--- src/rtl/mem_read_align_pkg.sv ---
// Shared RV32I load types: funct3 encodings, aligner FSM states and lane helpers.
package rv32i_types;

    typedef enum logic [2:0] {
        F3_LB  = 3'b000,
        F3_LH  = 3'b001,
        F3_LW  = 3'b010,
        F3_LBU = 3'b100,
        F3_LHU = 3'b101
    } load_funct3_t;

    typedef enum logic [1:0] {
        IDLE = 2'd0,
        RD0  = 2'd1,
        RD1  = 2'd2,
        DONE = 2'd3
    } mra_state_t;

    // True for the five load encodings RV32I defines.
    function automatic logic is_legal_load(input logic [2:0] f3);
        logic ok;
        case (f3)
            F3_LB, F3_LH, F3_LW, F3_LBU, F3_LHU: ok = 1'b1;
            default:                             ok = 1'b0;
        endcase
        return ok;
    endfunction

    // Unshifted byte-lane mask for the access size (1, 3 or F).
    function automatic logic [7:0] size_mask(input logic [2:0] f3);
        logic [7:0] m;
        case (f3)
            F3_LB, F3_LBU: m = 8'h01;
            F3_LH, F3_LHU: m = 8'h03;
            F3_LW:         m = 8'h0F;
            default:       m = 8'h00;
        endcase
        return m;
    endfunction

    // A load crosses a word boundary when its shifted mask spills into lanes 4..7.
    function automatic logic is_crossing(input logic [2:0] f3, input logic [1:0] off);
        logic [7:0] m;
        m = size_mask(f3) << off;
        return |m[7:4];
    endfunction

endpackage

--- src/rtl/load_byte_extract.sv ---
// Combinational byte extractor: selects the addressed bytes from two buffered
// words (buf1 above buf0, byte 0 = lowest address) and extends to 32 bits.
module load_byte_extract
    import rv32i_types::*;
(
    input  logic [63:0] bytes_in,
    input  logic [1:0]  offset,
    input  logic [2:0]  funct3,
    output logic [31:0] result
);

    logic [31:0] low;

    // Drop the bytes below the load address so the loaded value starts at bit 0.
    assign low = 32'(bytes_in >> {offset, 3'b000});

    // Size selection and sign/zero extension; illegal encodings yield zero.
    always_comb begin
        result = '0;
        case (funct3)
            F3_LB:   result = {{24{low[7]}}, low[7:0]};
            F3_LH:   result = {{16{low[15]}}, low[15:0]};
            F3_LW:   result = low;
            F3_LBU:  result = {24'h0, low[7:0]};
            F3_LHU:  result = {16'h0, low[15:0]};
            default: result = '0;
        endcase
    end

endmodule

--- src/rtl/mem_read_align.sv ---
// RV32I load aligner: issues one or two word reads for a load, merges the
// returned bytes and produces the extended result with a one-cycle valid.
//
// Handshakes: load_req is taken only in a cycle where busy is low (no queuing);
// mem_read stays high, with stable address and enables, until the cycle in
// which mem_resp is high, and that cycle's mem_rdata is the read data.
module mem_read_align
    import rv32i_types::*;
#(
    parameter bit SPLIT_EN = 1'b1
) (
    input  logic        clk,
    input  logic        rst,
    input  logic        load_req,
    input  logic [2:0]  funct3,
    input  logic [31:0] addr,
    output logic        busy,
    output logic        mem_read,
    output logic [31:0] mem_address,
    output logic [3:0]  mem_byte_enable,
    input  logic [31:0] mem_rdata,
    input  logic        mem_resp,
    output logic [31:0] load_data,
    output logic        load_valid,
    output logic        load_err,
    output mra_state_t  dbg_state
);

    mra_state_t  state, state_next;
    logic [2:0]  f3_q;
    logic [31:0] addr_q;
    logic [31:0] buf0_q;
    logic [31:0] load_data_q;
    logic        load_err_q;

    logic        req_reject;
    logic        cur_cross;
    logic [7:0]  be_mask;
    logic [31:0] base_addr;
    logic [31:0] extract_buf0;
    logic [31:0] extract_result;

    // Rejected requests never touch memory: bad encoding, or a crossing load
    // when splitting is disabled.
    assign req_reject   = !is_legal_load(funct3) ||
                          (is_crossing(funct3, addr[1:0]) && !SPLIT_EN);
    assign cur_cross    = is_crossing(f3_q, addr_q[1:0]);
    assign be_mask      = size_mask(f3_q) << addr_q[1:0];
    assign base_addr    = {addr_q[31:2], 2'b00};
    // During the first read the word is used straight from the bus so an
    // aligned load completes without an extra buffering cycle.
    assign extract_buf0 = (state == RD0) ? mem_rdata : buf0_q;

    load_byte_extract u_extract (
        .bytes_in ({mem_rdata, extract_buf0}),
        .offset   (addr_q[1:0]),
        .funct3   (f3_q),
        .result   (extract_result)
    );

    // State register; reset aborts any load in flight.
    always_ff @(posedge clk or negedge rst) begin
        if (!rst) state <= IDLE;
        else      state <= state_next;
    end

    // Request latch, first-word buffer and result registers.
    always_ff @(posedge clk or negedge rst) begin
        if (!rst) begin
            f3_q        <= '0;
            addr_q      <= '0;
            buf0_q      <= '0;
            load_data_q <= '0;
            load_err_q  <= 1'b0;
        end else begin
            case (state)
                IDLE: begin
                    if (load_req) begin
                        f3_q   <= funct3;
                        addr_q <= addr;
                        if (req_reject) begin
                            load_data_q <= '0;
                            load_err_q  <= 1'b1;
                        end
                    end
                end
                RD0: begin
                    if (mem_resp) begin
                        buf0_q <= mem_rdata;
                        if (!cur_cross) begin
                            load_data_q <= extract_result;
                            load_err_q  <= 1'b0;
                        end
                    end
                end
                RD1: begin
                    if (mem_resp) begin
                        load_data_q <= extract_result;
                        load_err_q  <= 1'b0;
                    end
                end
                default: ;
            endcase
        end
    end

    // Next state and state-decoded memory/handshake outputs.
    always_comb begin
        state_next      = state;
        mem_read        = 1'b0;
        mem_address     = '0;
        mem_byte_enable = '0;
        load_valid      = 1'b0;
        case (state)
            IDLE: begin
                if (load_req) state_next = req_reject ? DONE : RD0;
            end
            RD0: begin
                mem_read        = 1'b1;
                mem_address     = base_addr;
                mem_byte_enable = be_mask[3:0];
                if (mem_resp) state_next = cur_cross ? RD1 : DONE;
            end
            RD1: begin
                mem_read        = 1'b1;
                mem_address     = base_addr + 32'd4;
                mem_byte_enable = be_mask[7:4];
                if (mem_resp) state_next = DONE;
            end
            DONE: begin
                load_valid = 1'b1;
                state_next = IDLE;
            end
            default: state_next = IDLE;
        endcase
    end

    assign busy      = (state != IDLE);
    assign load_data = load_data_q;
    assign load_err  = load_err_q;
    assign dbg_state = state;

endmodule

--- config.mk ---
export PLATFORM = sky130hd
export DESIGN_NAME = mem_read_align
export DESIGN_NICKNAME = d
export VERILOG_FILES = /design/src/rtl/mem_read_align_pkg.sv /design/src/rtl/load_byte_extract.sv /design/src/rtl/mem_read_align.sv
export SDC_FILE = /design/constraint.sdc
export NUM_CORES = 1
export LEC_CHECK = 0
export BUFFER_PORTS_ARGS = -buffer_cell sky130_fd_sc_hd__clkbuf_2
export CORE_MARGIN = 5
export CORE_UTILIZATION = 50
export DETAILED_ROUTE_END_ITERATION = 8
export HOLD_SLACK_MARGIN = 0.1
export MAX_ROUTING_LAYER = met4
export PLACE_DENSITY = 0.89
export SLEW_MARGIN = 20
export SYNTH_ARGS = -nofsm -noshare
export SYNTH_HDL_FRONTEND = slang
export SYNTH_SLANG_ARGS = --single-unit
--- constraint.sdc ---
create_clock -name clk -period 2.3 [get_ports clk]
set_input_delay 0.345 -clock clk [delete_from_list [all_inputs] [get_ports clk]]
set_output_delay 0.345 -clock clk [all_outputs]
set_load 0.02 [all_outputs]
==> metrics.md <==
| Metric | Value |
|---|---|
| Final worst-path setup slack | `-0.3820 ns` |
| CTS tree | `yes` |
| Synth cell count leaders | `dfrtp_1 (102), mux2_2 (68), mux2i_1 (59)` |
| Most common cell in the synthesized netlist | `dfrtp_1` |
| Sequential-to-total area share from yosys stat | `39.42%` |
| Post-Syn Area | `0.006475 sq mm` |
| Fin crit share | `116.6%` |
| Max Transition Viols Final | `0` |
| Syn-to-layout area delta | `42.43%` |
| Top post-synthesis cells by area | `dfrtp_1 (39%), mux2_2 (12%), mux2i_1 (9.1%)` |
| Slew margin rel. | `61.70%` |
| Setup violators final | `33` |
| Total track usage | `28.04%` |
| Residual DRC count | `0` |
| Synthesis Warnings | `0` |
| Leak Pwr | `4.131 nW` |
| Failing checks | `setup timing` |
| RSZ-0062 raised after global routing | `true` |
| Vias in the first global route | `6154` |
| Crit path kind | `reg -> out` |
| CP Max Fanout | `8` |
| Cell Chain, Critical Path | `nand4_1 > nor2_4 > buf_4 > and3_1 > nand2_1 > o31ai_4 > buf_6` |
| Antenna Diode Count | `0` |
| Startpoint types | `flop` |
| Initial Util | `51.10%` |
| Largest net degree at the start of global routing | `41` |
| Clk sinks | `102` |
| Clock Tree Buf Depth | `2` |
| Flop-to-flop setup slack | `0.01 ns` |
| Die Height | `123.8 um` |
| Async set-reset flop share out of synthesis | `100.0%` |
| PortBufs | `142` |
| Via density | `6.557` |
| CP endpoint kind | `output pin` |
| Hpwl dp | `13460 um` |
| Final ANT Viol Nets | `0` |
| First-pass GRT wire length | `32370 um` |
| Final Hold Viols | `0` |
| Slowest cell on crit path | `dfrtp_1` |
| WL final | `24340 um` |
| Sequential cell area | `0.002574 sq mm` |
| Synth unique cells | `60` |
| Post-synthesis instance total | `618` |
| HP Class | `in -> reg` |
| Total gr overflow | `0` |
| Clk pin slew, worst setup/hold paths | `0.07 ns` |
| Tightest Pin Transition | `0.5745 ns` |
| Maximum clock rate | `0.3729 GHz` |
| Area of the multi-input gates | `0.004154 sq mm` |
| Nets | `910` |
| EDFF count, synth | `0` |
| I/O Pins | `145` |
| Post-synth top area cell | `dfrtp_1` |
| TritonCTS Buffers | `9` |
| Core area | `0.01267 sq mm` |
| Initial DRC count | `932` |
| Share of cells above drive strength 1 | `53.46%` |
| Max-cap viol count | `0` |
| Data arrival time of the worst path | `2.34 ns` |
| Initial antenna violation count | `0` |
| Worst Skew | `0.004805 ns` |
| Die area | `0.01533 sq mm` |
| Synth Area per Inst | `10.48 sq um` |
| Slowest cell delay on critical path | `0.43 ns` |
| Maximum VDD drop | `0.7138 mV` |
| P per Cell Area | `1691 mW/mm^2` |
| Die Width | `123.8 um` |
| Worst skew pair latency | `0.36 ns` |
| Placer Congestion | `0.9656` |
| Ys flop type | `dfrtp_1` |
| Std-Cell Rows | `41` |
| Synth Register Bits | `102` |
| Status | `complete, but fails checks` |
| Min Clock Period, post-route | `2.682 ns` |
| Dpl cell area | `0.007682 sq mm` |
| DR WL/cell | `24.10 um` |
| DRT Pass-1 Iters | `5` |
| Clk root buf | `clkbuf_16` |
| Layout fillers | `737` |
| Via count | `6623` |
| Design area | `0.009223 sq mm` |
| H-tree depth | `3` |
| Post-synth top area share | `39.42%` |
| Fin Setup TNS | `-5.718 ns` |
| Worst EP required | `1.96 ns` |
-- worst max-delay path: cells and delay by family, from the launching register on --
family                 cells  cell delay, ns
buffers and inverters      2            0.37
AOI/OAI and AO/OA          1            0.34
DFF                        1            0.43
and+or+nand+nor            4            0.85
-- through the flow --
stage | utilization, % | cells | setup WS [ns] | total power [mW] | hold slack, ns
floorplan | - | 619 | -0.0003906 | 9.098 | 0.04941
global placement | 60.63 | 935 | -0.04246 | 10.96 | 0.3540
detailed placement | 60.63 | 935 | -0.1336 | 11.24 | 0.3593
CTS | 67.69 | 973 | -0.1441 | 13.75 | 0.2060
global route | 72.79 | 1010 | -0.5157 | 16.28 | 0.2120
finish | 72.79 | 1010 | -0.3820 | 15.60 | 0.2148
-- cells in the final DEF (no fill, tap or decap), types with 11 or more instances in the layout --
cell / n
a211oi_1: 23
a21oi_1: 16
a221o_1: 15
a22o_1: 11
buf_4: 92
buf_6: 20
clkbuf_16: 11
clkbuf_2: 110
dfrtp_1: 85
dfrtp_2: 17
mux2_2: 68
mux2i_1: 59
nand2_1: 37
nor2_1: 19
nor2b_1: 12
o21ai_0: 29
o21ai_1: 19
o21ai_2: 14
-- kinds of logic (layout without fill, tap and decap cells) --
family	Yosys count	in the layout	synth area share [%]
compound gates	174	174	18.74
xor+xnor	1	1	0.1353
fa+ha+maj	6	6	1.159
buf+inv	58	277	4.928
flops	102	102	39.42
mux	134	134	23.50
other cells	1	2	0.05792
simple gates	142	142	12.06
-- timing repair --
action                                 CTS  global route
setup endpoints to repair               47            50
endpoints found under the hold margin   36             0
cloned                                   1             2
hold buffers                             1             0
pin swaps                               17            36
resized for setup                      108           104
buffers inserted                        20            36
-- power by group --
part	switching (mW)	internal [mW]	total, mW
clock network	0.767	0.764	1.53
registers	0.951	2.64	3.60
logic	5.70	4.77	10.5
-- sequential cells by signal, summed over array words and instances, names as in the netlist --
register   count
addr_q        32
dbg_state      2
load_data     32
buf0_q        32
f3_q           3
load_err       1
-- path summary, 6_finish.rpt --
path                            start              end  cells after the start
setup / recovery           addr_q[21]  mem_address[26]                      7
hold / removal                addr[0]        addr_q[0]                      2
setup reg to reg              f3_q[2]     load_data[2]                      7
hold reg to reg             buf0_q[3]        buf0_q[3]                      1
max in group asynchronous         rst       buf0_q[17]                      3
min in group asynchronous         rst       addr_q[15]                      2
-- per-layer routing --
layer | global-route usage (%) | wire, um
met3 | 6.222 | 2210
met4 | 13.49 | 1635
met5 | - | 0
met1 | 34.32 | 8786
met2 | 44.14 | 11710
-- area by class of cell --
class	count	share of cell area, %
sequential	102	27.91
inverter	9	0.3934
multi-input combinational	459	45.04
timing repair buffer	252	21.19
tap	172	2.333
clock buffer	9	2.442
clock inverter	7	0.6919
Power figures use the tool's default switching activity.
